[config.mk]
export PLATFORM = sky130hd
export DESIGN_NAME = alu_cmd_driver
export DESIGN_NICKNAME = d
export VERILOG_FILES = /design/src/rtl/alu_pkg.sv /design/src/rtl/alu_cmd_driver_fifo.sv /design/src/rtl/alu_cmd_driver.sv
export SDC_FILE = /design/constraint.sdc
export NUM_CORES = 1
export LEC_CHECK = 0
export ABC_AREA = 1
export CORE_ASPECT_RATIO = 1.25
export CORE_UTILIZATION = 45
export DETAILED_ROUTE_END_ITERATION = 8
export DONT_BUFFER_PORTS = 1
export PLACE_DENSITY = 0.63
export SYNTH_ARGS = -nofsm -noshare
export SYNTH_HDL_FRONTEND = slang
export SYNTH_SLANG_ARGS = --single-unit
export TNS_END_PERCENT = 20
[constraint.sdc]
create_clock -name clk -period 2.2 [get_ports clk]
set_clock_uncertainty 0.05 [all_clocks]
set_input_delay 0.44 -clock clk [delete_from_list [all_inputs] [get_ports clk]]
set_output_delay 0.44 -clock clk [all_outputs]
set_load 0.01 [all_outputs]
[src/rtl/alu_pkg.sv]
// Shared definitions for the ALU command driver: opcodes, flag bit
// positions, FSM state encoding and the queued command layout.
package alu_pkg;

    // ALU opcodes as carried on cmd_sel / alu_sel / rsp_sel
    localparam logic [2:0] ALU_ADD = 3'b000;
    localparam logic [2:0] ALU_SUB = 3'b001;
    localparam logic [2:0] ALU_NOT = 3'b010;
    localparam logic [2:0] ALU_AND = 3'b011;
    localparam logic [2:0] ALU_OR  = 3'b100;
    localparam logic [2:0] ALU_XOR = 3'b101;
    localparam logic [2:0] ALU_SLT = 3'b110;
    localparam logic [2:0] ALU_EQ  = 3'b111;

    // Bit positions inside rsp_flags
    localparam int FLG_OVF  = 3;
    localparam int FLG_ZERO = 2;
    localparam int FLG_LESS = 1;
    localparam int FLG_EQ   = 0;

    // Width of one queued command {a, b, sel}
    localparam int CMD_W = 11;

    typedef enum logic [1:0] {
        ST_IDLE = 2'd0,
        ST_EXEC = 2'd1,
        ST_RESP = 2'd2
    } state_t;

    typedef struct packed {
        logic [3:0] a;
        logic [3:0] b;
        logic [2:0] sel;
    } cmd_t;

    // Place the four ALU flags at their named positions
    function automatic logic [3:0] pack_flags(input logic ovf, input logic zero,
                                              input logic less, input logic eq);
        logic [3:0] f;
        f           = 4'b0000;
        f[FLG_OVF]  = ovf;
        f[FLG_ZERO] = zero;
        f[FLG_LESS] = less;
        f[FLG_EQ]   = eq;
        return f;
    endfunction

endpackage

[src/rtl/alu_cmd_driver_fifo.sv]
// Command queue for the ALU driver: synchronous FIFO with extra-MSB
// pointers so full/empty fall out of a pointer compare and the pointers
// wrap on their own. Push is ignored when full; pop is ignored when empty.
module cmd_fifo #(
    parameter int WIDTH = 11,
    parameter int DEPTH = 4
) (
    input  logic             clk,
    input  logic             rst,
    input  logic             push,
    input  logic [WIDTH-1:0] push_data,
    input  logic             pop,
    output logic [WIDTH-1:0] head_data,
    output logic             full,
    output logic             empty
);

    localparam int AW = $clog2(DEPTH);
    localparam logic [AW:0] PTR_ONE = {{AW{1'b0}}, 1'b1};

    logic [WIDTH-1:0] mem_q [DEPTH];
    logic [AW:0]      wr_ptr_q;
    logic [AW:0]      wr_ptr_d;
    logic [AW:0]      rd_ptr_q;
    logic [AW:0]      rd_ptr_d;
    logic             do_push_s;
    logic             do_pop_s;

    assign do_push_s = push && !full;
    assign do_pop_s  = pop && !empty;

    // Same index bits with differing MSB means the writer lapped the reader
    assign empty     = (wr_ptr_q == rd_ptr_q);
    assign full      = (wr_ptr_q[AW] != rd_ptr_q[AW]) &&
                       (wr_ptr_q[AW-1:0] == rd_ptr_q[AW-1:0]);
    assign head_data = mem_q[rd_ptr_q[AW-1:0]];

    // Advance pointers on accepted push / pop
    always_comb begin
        wr_ptr_d = wr_ptr_q;
        rd_ptr_d = rd_ptr_q;
        if (do_push_s) begin
            wr_ptr_d = wr_ptr_q + PTR_ONE;
        end else begin
            wr_ptr_d = wr_ptr_q;
        end
        if (do_pop_s) begin
            rd_ptr_d = rd_ptr_q + PTR_ONE;
        end else begin
            rd_ptr_d = rd_ptr_q;
        end
    end

    // Pointer registers; reset empties the queue
    always_ff @(posedge clk or posedge rst) begin
        if (rst) begin
            wr_ptr_q <= '0;
            rd_ptr_q <= '0;
        end else begin
            wr_ptr_q <= wr_ptr_d;
            rd_ptr_q <= rd_ptr_d;
        end
    end

    // Storage array; contents only matter behind valid pointers so no reset
    always_ff @(posedge clk) begin
        if (do_push_s) begin
            mem_q[wr_ptr_q[AW-1:0]] <= push_data;
        end
    end

endmodule

[src/rtl/alu_cmd_driver.sv]
// Sequential front-end for the combinational 4-bit ALU. Commands are queued,
// issued one at a time on registered alu_a/alu_b/alu_sel, the ALU outcome is
// captured one cycle later and offered on a valid/ready response port.
module alu_cmd_driver
    import alu_pkg::*;
#(
    parameter int DEPTH = 4
) (
    input  logic       clk,
    input  logic       rst,
    input  logic       cmd_valid,
    output logic       cmd_ready,
    input  logic [3:0] cmd_a,
    input  logic [3:0] cmd_b,
    input  logic [2:0] cmd_sel,
    output logic [3:0] alu_a,
    output logic [3:0] alu_b,
    output logic [2:0] alu_sel,
    input  logic [3:0] alu_result,
    input  logic       alu_overflow,
    input  logic       alu_zero,
    input  logic       alu_less,
    input  logic       alu_equal,
    output logic       rsp_valid,
    input  logic       rsp_ready,
    output logic [3:0] rsp_result,
    output logic [3:0] rsp_flags,
    output logic [2:0] rsp_sel,
    output logic       sticky_ovf,
    input  logic       clr_sticky,
    output logic [7:0] done_cnt,
    output logic       busy
);

    state_t     state_q;
    state_t     state_d;
    logic [3:0] alu_a_q,      alu_a_d;
    logic [3:0] alu_b_q,      alu_b_d;
    logic [2:0] alu_sel_q,    alu_sel_d;
    logic       rsp_valid_q,  rsp_valid_d;
    logic [3:0] rsp_result_q, rsp_result_d;
    logic [3:0] rsp_flags_q,  rsp_flags_d;
    logic [2:0] rsp_sel_q,    rsp_sel_d;
    logic       sticky_q,     sticky_d;
    logic [7:0] done_cnt_q,   done_cnt_d;

    cmd_t       push_cmd_s;
    cmd_t       head_cmd_s;
    logic       fifo_full_s;
    logic       fifo_empty_s;
    logic       push_s;
    logic       pop_s;
    logic       ovf_set_s;

    // cmd_ready is held low while reset is asserted so every output reads 0
    assign cmd_ready  = !fifo_full_s && !rst;
    assign push_s     = cmd_valid && cmd_ready;
    assign push_cmd_s = {cmd_a, cmd_b, cmd_sel};
    assign ovf_set_s  = (state_q == ST_EXEC) && alu_overflow;

    cmd_fifo #(
        .WIDTH (CMD_W),
        .DEPTH (DEPTH)
    ) u_fifo (
        .clk       (clk),
        .rst       (rst),
        .push      (push_s),
        .push_data (push_cmd_s),
        .pop       (pop_s),
        .head_data (head_cmd_s),
        .full      (fifo_full_s),
        .empty     (fifo_empty_s)
    );

    // FSM state register
    always_ff @(posedge clk or posedge rst) begin
        if (rst) begin
            state_q <= ST_IDLE;
        end else begin
            state_q <= state_d;
        end
    end

    // FSM next state: issue when work is queued, capture, then wait for handshake
    always_comb begin
        state_d = state_q;
        case (state_q)
            ST_IDLE: begin
                if (!fifo_empty_s) begin
                    state_d = ST_EXEC;
                end else begin
                    state_d = ST_IDLE;
                end
            end
            ST_EXEC: state_d = ST_RESP;
            ST_RESP: begin
                if (rsp_ready) begin
                    state_d = ST_IDLE;
                end else begin
                    state_d = ST_RESP;
                end
            end
            default: state_d = ST_IDLE;
        endcase
    end

    // FSM outputs: pop/issue in IDLE, capture in EXEC, hand off in RESP
    always_comb begin
        pop_s        = 1'b0;
        alu_a_d      = alu_a_q;
        alu_b_d      = alu_b_q;
        alu_sel_d    = alu_sel_q;
        rsp_valid_d  = rsp_valid_q;
        rsp_result_d = rsp_result_q;
        rsp_flags_d  = rsp_flags_q;
        rsp_sel_d    = rsp_sel_q;
        done_cnt_d   = done_cnt_q;

        // A capture that reports overflow beats a simultaneous clear
        if (ovf_set_s) begin
            sticky_d = 1'b1;
        end else if (clr_sticky) begin
            sticky_d = 1'b0;
        end else begin
            sticky_d = sticky_q;
        end

        case (state_q)
            ST_IDLE: begin
                if (!fifo_empty_s) begin
                    pop_s     = 1'b1;
                    alu_a_d   = head_cmd_s.a;
                    alu_b_d   = head_cmd_s.b;
                    alu_sel_d = head_cmd_s.sel;
                end else begin
                    pop_s     = 1'b0;
                end
            end
            ST_EXEC: begin
                rsp_valid_d  = 1'b1;
                rsp_result_d = alu_result;
                rsp_flags_d  = pack_flags(alu_overflow, alu_zero, alu_less, alu_equal);
                rsp_sel_d    = alu_sel_q;
            end
            ST_RESP: begin
                if (rsp_ready) begin
                    rsp_valid_d = 1'b0;
                    done_cnt_d  = done_cnt_q + 8'd1;
                end else begin
                    rsp_valid_d = 1'b1;
                end
            end
            default: begin
                rsp_valid_d = 1'b0;
            end
        endcase
    end

    // Datapath and status registers; reset clears everything asynchronously
    always_ff @(posedge clk or posedge rst) begin
        if (rst) begin
            alu_a_q      <= 4'd0;
            alu_b_q      <= 4'd0;
            alu_sel_q    <= ALU_ADD;
            rsp_valid_q  <= 1'b0;
            rsp_result_q <= 4'd0;
            rsp_flags_q  <= 4'd0;
            rsp_sel_q    <= 3'd0;
            sticky_q     <= 1'b0;
            done_cnt_q   <= 8'd0;
        end else begin
            alu_a_q      <= alu_a_d;
            alu_b_q      <= alu_b_d;
            alu_sel_q    <= alu_sel_d;
            rsp_valid_q  <= rsp_valid_d;
            rsp_result_q <= rsp_result_d;
            rsp_flags_q  <= rsp_flags_d;
            rsp_sel_q    <= rsp_sel_d;
            sticky_q     <= sticky_d;
            done_cnt_q   <= done_cnt_d;
        end
    end

    assign alu_a      = alu_a_q;
    assign alu_b      = alu_b_q;
    assign alu_sel    = alu_sel_q;
    assign rsp_valid  = rsp_valid_q;
    assign rsp_result = rsp_result_q;
    assign rsp_flags  = rsp_flags_q;
    assign rsp_sel    = rsp_sel_q;
    assign sticky_ovf = sticky_q;
    assign done_cnt   = done_cnt_q;
    assign busy       = (state_q != ST_IDLE) || !fifo_empty_s;

endmodule

### Word-level counts from Yosys, hierarchy flattened

Memory sizes are Yosys's and may differ from the RTL's. A register that Yosys moved wholly into a read port is not among the register bits.
Cells that the tools add are included.

* register bits: 29
* bits in writable memories: 44
* bits of input ports: 24
* output and inout bits: 34
* memories kept: 1

* add/subtract/negate cells: 3
* equality and inequality tests: 5
* muxes and demuxes: 11
* bitwise operators: 1
* reductions and logical operators: 15

Memories
* u_fifo.mem_q: depth 4, bits a word 11, rd ports 1, clocked after Yosys merged registers in 1, wr ports 1, RTL line alu_cmd_driver_fifo.sv:21 `logic [WIDTH-1:0] mem_q [DEPTH];`

Operators with widths (count)
* 8-bit by 1-bit adder with 8-bit output (second input constant): 1
* 1-bit 2-to-1 mux: 8
* 3-bit by 1-bit adder with 3-bit output (second input constant): 2
* 1-bit logical AND: 6
* 2-bit one-hot mux with 3 select lines: 1
* 2-bit AND reduction: 2
* 2-bit nonzero test: 2
* 3-bit == test: 1
* 1-bit logical NOT: 3
* 1-bit one-hot mux with 3 select lines: 1
* 2-bit by 1-bit == test with 1-bit output (second input constant): 1
* 2-bit == test: 1
* 2-bit == test (second input constant): 1
* 2-bit logical NOT: 1
* 2-bit 2-to-1 mux: 1
* 1-bit logical OR: 1
* 1-bit inequality test: 1
* 1-bit NOT: 1

### Depth between registers and ports, before layout

Gate-level depths: netlist of run 1.

* word-level depth: 8
* mapped depth: 10
* depth with buffers taken out: 10

### By module

From an unflattened synthesis of run 1, not the netlist that was laid out.

* cell total of the unflattened synthesis: 334
* area, all modules: 3544.6 µm²

By module, submodules not included
* cmd_fifo: instances 1, cells each 169, area each 2089.5 µm², seq. area each 1471.4 µm²
* alu_cmd_driver: instances 1, cells each 165, area each 1455.1 µm², seq. area each 850.8 µm²

### Least setup slack after synthesis of run 1

OpenSTA, ideal clock, no wires.

* path kind: input-to-reg
* start point: in rst
* end point: mem u_fifo.mem_q[0][0] (enable)
* library setup time: 0.378 ns
* arrival time: 2.219 ns
* setup slack: -0.447 ns
* stages: 3
* path buffers: 0
* cells stage by stage: inv_1 > nand3_2 > nor2_1

* word-level cells in the longest chain between the ends: 6

Ends and longest elaborated chain
* start: declaration: RTL line alu_cmd_driver.sv:10 `input logic rst,`
* 1-bit logical NOT (no source line)
* 1-bit logical AND: RTL line alu_cmd_driver.sv:56 `assign cmd_ready = !fifo_full_s && !rst;`
* 1-bit logical AND: RTL line alu_cmd_driver.sv:57 `assign push_s = cmd_valid && cmd_ready;`
* 1-bit logical AND: RTL line alu_cmd_driver_fifo.sv:29 `assign do_push_s = push && !full;`
* 1-bit 2-to-1 mux: RTL line alu_cmd_driver_fifo.sv:67 `if (do_push_s) begin`
* 1-bit 2-to-1 mux (not written as such): RTL line alu_cmd_driver_fifo.sv:68 `mem_q[wr_ptr_q[AW-1:0]] <= push_data;`
* end: declaration: RTL line alu_cmd_driver_fifo.sv:21

Every way passes these cells.

### Final worst setup path of run 1

* start point: in rst
* end point: out cmd_ready

* word-level cells in the longest chain between the ends: 2

Ends and longest elaborated chain
* 1-bit logical NOT (no source line)
* 1-bit logical AND: RTL line alu_cmd_driver.sv:56
* end: declaration: RTL line alu_cmd_driver.sv:12 `output logic cmd_ready,`

Every way passes these cells.

==> impl_metrics.tcl, run 1 <==
set metrics [dict create \
    cp-start-kind "input pin" \
    finalCritPeriodShare_pct 88.4 \
    synth_seq_area_share_pct 64.6 \
    post_cts_resized 0 \
    seq_power_share_pct 47.0 \
    critPathMaxFanout 8 \
    synth_cell_types 25 \
    maxSlewHeadroom_pct 68.3 \
    hold_buffers 1 \
    yosys.area.top_type_share_pct 36.8 \
    avgSynthCellArea_um2 10.4 \
    vias_per_cell 4.96 \
    critPathCaptureType "primary output" \
    grt_pass1_vias 2273 \
    pwr-share-clk_pct 20.4 \
    ff2ff_setup_slack_ns 0.46 \
    p_total_mw 5.29 \
    syn_inst 346 \
    utilization_pct 50.6 \
    preCtsSetupSlack_ns 0.464 \
    p_per_area_nw_per_um2 1350 \
    grt_pass1_wl_um 10400 \
    netlist_area_um2 3590 \
    crit_start "rst" \
    diodes 0 \
    switching_power_mw 2.09 \
    rows 36 \
    clock_path_buffers 2 \
    core_area_um2 7750 \
    hp-start "cmd_a[0]" \
    grt.total_usage_pct 16.9 \
    totalWireLength_um 6370 \
    cts_tree "yes" \
    path_cells "dlygate4sd3_1, clkinvlp_4, nand2_1, inv_1" \
    critPathSlowestCell "dlygate4sd3_1" \
    cp.required_ns 1.71 \
    synth_top_area_cell "edfxtp_1" \
    power.internal_mw 3.20 \
    syn_nets 380 \
    vias 2255 \
    p_comb_share_pct 32.5 \
    synth.top_cells.by_area "edfxtp_1, dfrtp_1, nand2_1" \
    rsz0062_at_grt "no" \
    irDropWorstVdd_mv 0.521 \
    dp.cells 438 \
    slowest_delay_ns 0.60 \
    nNetsFinal 389 \
    stdcell_count 455 \
    clk_pin_slew_ns 0.08 \
    portBuffers 0 \
    cts_root_buffer "clkbuf_8" \
    p_leak_nw 1.75 \
    slew_violations 0 \
    grt_max_degree 39 \
    die_area_um2 8350 \
    postLayoutSetupSlackWorst_ns 0.255 \
    start_util_pct 46.4 \
    synth-seq-cells 84 \
    die_y_um 102 \
    num-fill-cells 702 \
    drt_iter0_drc 125 \
    dr.pass1.iters 5 \
    min_period_ns 1.94 \
    min-delay-path-class "in2reg" \
    numCtsBuffers 9 \
    layout-drive-gt1-share_pct 12.5 \
    postRouteAntennaNets 0 \
    fmax_mhz 514 \
    clk_latency_ns 0.34 \
    status "complete, no violations" \
    tns_ns 0 \
    place_congestion 0.747 \
    setup-violations-final 0 \
    h-tree-depth 3 \
    grt.overflow.total 0 \
    maxCapViolCount 0 \
    worst-setup-path-type "in2out" \
    drc 0 \
    design.portCount 58 \
    cts_sinks 84 \
    yosys_warnings 0 \
    swShare_pct 39.5 \
    wire_per_inst_um 14.0 \
    cts_setup_buffers 0 \
    dp_hpwl_um 4580 \
    syn2layout_area_growth_pct 9.01 \
    worst_slew_pin_slew_ns 0.475 \
    finalHoldViolations 0 \
    antenna_found_initial 0 \
    worstPathArrival_ns 1.45 \
    die_x_um 81.9 \
    r2r-start "u_fifo.rd_ptr_q[1]" \
]
==> layer usage <==
| layer | vias up | routed length [um] | global-route usage [%] |
|---|---|---|---|
| li1 | 1134 | - | - |
| met1 | 1039 | 2730 | 20.0 |
| met2 | 73 | 3030 | 27.5 |
| met3 | 9 | 524 | 5.36 |
| met4 | 0 | 83 | 8.37 |
| met5 | - | 0 | 0 |
==> critical path, delay by kind of cell <==
kind,cells,cell delay [ns]
buf+inv,3,0.89
simple gates,1,0.12
==> Yosys cell counts (all sizes together) <==
| library cell | count |
|---|---|
| inv | 24 |
| clkbuf | 3 |
| nand4 | 6 |
| nor2 | 20 |
| buf | 10 |
| o21ai | 24 |
| ha | 10 |
| nand3 | 20 |
| edfxtp | 44 |
| a21oi | 1 |
| dfrtp | 40 |
| xor2 | 5 |
| xnor2 | 2 |
| nand2 | 137 |
==> power groups by stage <==
stage / clock network, mW / registers, mW / logic [mW]
after CTS: 1.11 / 2.50 / 1.76
after floorplan: 0 / 2.44 / 1.47
final: 1.08 / 2.49 / 1.72
after detailed placement: 0 / 2.53 / 1.75
after global routing: 1.18 / 2.56 / 2.03
after global placement: 0 / 2.52 / 1.70
==> sequential cells by signal (all words and copies together) (netlist names), 3 cells and up <==
signal and cells:
alu_a 4, alu_b 4, alu_sel 3, done_cnt 8, rsp_flags 4, rsp_result 4, rsp_sel 3, u_fifo.mem_q 44
u_fifo.rd_ptr_q 3, u_fifo.wr_ptr_q 3
==> placed cells by master, fill, tap and decap left out, types with 2 or more instances in the layout <==
| cell | netlist | layout |
|---|---|---|
| o21ai_1 | 5 | 5 |
| edfxtp_1 | 44 | 44 |
| clkinv_4 | 0 | 2 |
| xnor2_1 | 2 | 2 |
| dfrtp_1 | 40 | 40 |
| nand3_2 | 2 | 2 |
| clkinvlp_4 | 0 | 3 |
| inv_1 | 21 | 20 |
| buf_4 | 1 | 10 |
| clkbuf_8 | 0 | 9 |
| inv_2 | 2 | 2 |
| nand2_2 | 11 | 11 |
| nand2_1 | 125 | 125 |
| ha_1 | 10 | 10 |
| nand3_1 | 17 | 17 |
| nor2_1 | 20 | 20 |
| o21ai_0 | 19 | 19 |
| nand4_1 | 6 | 6 |
| xor2_1 | 5 | 5 |
==> final timing paths <==
kind | endpoint | cells past startpoint
worst max-delay path | cmd_ready | 4
worst min-delay path | u_fifo.mem_q[2][7] | 0
worst max register to register | u_fifo.mem_q[3][6] | 7
worst min register to register | rsp_flags[1] | 2
max in group asynchronous | alu_a[1] | 3
min in group asynchronous | u_fifo.wr_ptr_q[0] | 2
==> through the flow <==
step / area [um2] / hold slack [ns]
finish: 3920 / 0.139
global route: 3920 / 0.111
CTS: 3920 / 0.119
detailed placement: 3710 / 0.186
global placement: 3710 / 0.177
floorplan: 3600 / 0.394
==> logic make-up after synthesis <==
| family | Yosys count | share of synthesized area [%] |
|---|---|---|
| simple gates | 183 | 21.8 |
| flops | 84 | 64.6 |
| buf+inv | 37 | 4.91 |
| compound gates | 25 | 3.48 |
| fa+ha+maj | 10 | 3.48 |
| xor+xnor | 7 | 1.71 |
==> area by class of cell <==
cell class	instances	area, um2	area share, %
flip-flops and latches	84	2320	59.3
multi-input cells	225	1100	28.0
clock buffers	9	124	3.16
well taps	95	119	3.03
inverters	24	96.3	2.46
repair buffers	11	85.1	2.17
clock inverters	7	76.3	1.95
Power figures use the tool's default switching activity.
==> inputs of run 2 (changes only) <==
- REMOVE_ABC_BUFFERS: unset -> 1
==> impl_metrics.tcl, run 2 (synthesis gave the netlist of run 1 again) <==
set metrics [dict create \
    status "complete, no violations" \
    hold_buffers 0 \
    maxSlewHeadroom_pct 61.8 \
    core_area_um2 7750 \
    critPathCaptureType "primary output" \
    cp-start-kind "flip-flop" \
    worstPathArrival_ns 1.40 \
    grt_pass1_wl_um 10700 \
    crit_start "u_fifo.wr_ptr_q[0]" \
    nNetsFinal 388 \
    p_per_area_nw_per_um2 1340 \
    start_util_pct 46.4 \
    irDropWorstVdd_mv 0.631 \
    design.portCount 58 \
    rows 36 \
    dp.cells 438 \
    grt_pass1_vias 2220 \
    largest_reg_flops 44 \
    layout_commonest_cell "nand2_1" \
    dr.pass1.iters 4 \
    portBuffers 0 \
    critPathTopFamily "flip-flops" \
    vias 2281 \
    cp.required_ns 1.71 \
    critPathSlowestCell "dfrtp_1" \
    critPathMaxFanout 5 \
    antenna_found_initial 0 \
    mostFrequentLayoutCells "nand2_1, edfxtp_1, dfrtp_1" \
    finalCritPeriodShare_pct 85.9 \
    fmax_mhz 529 \
    p_total_mw 5.18 \
    cts_setup_buffers 0 \
    finalHoldViolations 0 \
    grt_max_degree 44 \
    p_leak_nw 1.74 \
    setup-violations-final 0 \
    drt_iter0_drc 84 \
    r2r-end "u_fifo.mem_q[2][5]" \
    path_cells "inv_1, nand2_2, nand2_2, nand3_2, nand2_1, inv_1" \
    cts_root_buffer "clkbuf_8" \
    vias_per_cell 5.02 \
    slowest_delay_ns 0.43 \
    place_congestion 0.704 \
    post_cts_resized 0 \
    totalWireLength_um 6870 \
    utilization_pct 49.9 \
    worst-setup-path-type "reg2out" \
    min-delay-path-class "in2async" \
    syn2layout_area_growth_pct 7.55 \
    grt.overflow.total 0 \
    worstRegToRegCells 7 \
    dp_hpwl_um 4810 \
    rsz0062_at_grt "no" \
    die_y_um 102 \
    wire_per_inst_um 15.1 \
    die_x_um 81.9 \
    clk_latency_ns 0.35 \
    drc 0 \
    die_area_um2 8350 \
    stdcell_count 454 \
    cts_sinks 84 \
    ff2ff_setup_slack_ns 0.47 \
    clk_pin_slew_ns 0.08 \
    slew_violations 0 \
    cts_tree "yes" \
    numCtsBuffers 9 \
    h-tree-depth 3 \
    min_period_ns 1.89 \
    diodes 0 \
    fin_hold_ws_ns 0.0846 \
    postRouteAntennaNets 0 \
    critPathBufInv 2 \
    r2r-start "u_fifo.rd_ptr_q[1]" \
    clock_path_buffers 2 \
    layout-drive-gt1-share_pct 11.7 \
    maxCapViolCount 0 \
    grt.total_usage_pct 17.9 \
    worst_slew_pin_slew_ns 0.574 \
]
-- run 2: changes by cell type in the layout (fill, tap and decap cells not counted) --
| cell | previous run | this run |
|---|---|---|
| inv_6 | 1 | 0 |
| clkinvlp_4 | 3 | 1 |
| dlygate4sd3_1 | 1 | 0 |
| inv_2 | 2 | 3 |
| clkbuf_1 | 0 | 3 |
| bufinv_16 | 1 | 0 |
| clkinv_4 | 2 | 1 |
| clkinv_2 | 1 | 2 |
-- run 2: worst reg2reg max path, stage by stage, from the launching register on --
cell     delay, ns
dfrtp_1       0.39
buf_4         0.19
nand2_1       0.09
nand2_2       0.09
nand3_2       0.12
nand3_2       0.16
nor2_1        0.14
buf_4         0.22
-- run 2: per-layer routing --
layer / vias up / track usage (%) / share of wire (%)
li1: 1136 / - / -
met1: 1067 / 23.3 / 44
met2: 69 / 27.7 / 48
met3: 9 / 4.02 / 7.1
met4: 0 / 9.31 / 1.2
met5: - / 0 / 0
-- run 2: layout make-up --
cell class                      count  area [um2]
Sequential cell                    84        2320
Tap cell                           95         119
Inverter                           24        92.6
Timing Repair Buffer               10        75.1
Multi-Input combinational cell    225        1100
Clock buffer                       12         135
Clock inverter                      4        26.3
Fill cell                         712        3880
-- run 2: per-stage QoR --
| stage | worst slack [ns] | TNS, ns | cell area, um2 |
|---|---|---|---|
| floorplan | -0.447 | -19.68 | 3510 |
| global placement | 0.501 | 0 | 3700 |
| detailed placement | 0.464 | 0 | 3700 |
| CTS | 0.285 | 0 | 3870 |
| global route | 0.191 | 0 | 3870 |
| finish | 0.310 | 0 | 3870 |
-- run 2: worst max-delay path by stage --
stage                          to  slack, ns  depth (start not counted)
3_5_place_dp   u_fifo.mem_q[2][8]       0.46                          7
6_report                cmd_ready       0.31                          6
2_1_floorplan  u_fifo.mem_q[0][0]      -0.45                          3
5_1_grt                 cmd_ready       0.19                          6
3_3_place_gp   u_fifo.mem_q[2][8]       0.50                          7
4_1_cts                 cmd_ready       0.28                          6
-- run 2: report_power, final --
group,leakage [nW],total (mW),internal [mW],switching (mW)
combinational,0.759,1.76,0.594,1.17
sequential,0.899,2.48,2.07,0.413
clock,0.0803,0.937,0.409,0.528
total,1.74,5.18,3.08,2.11
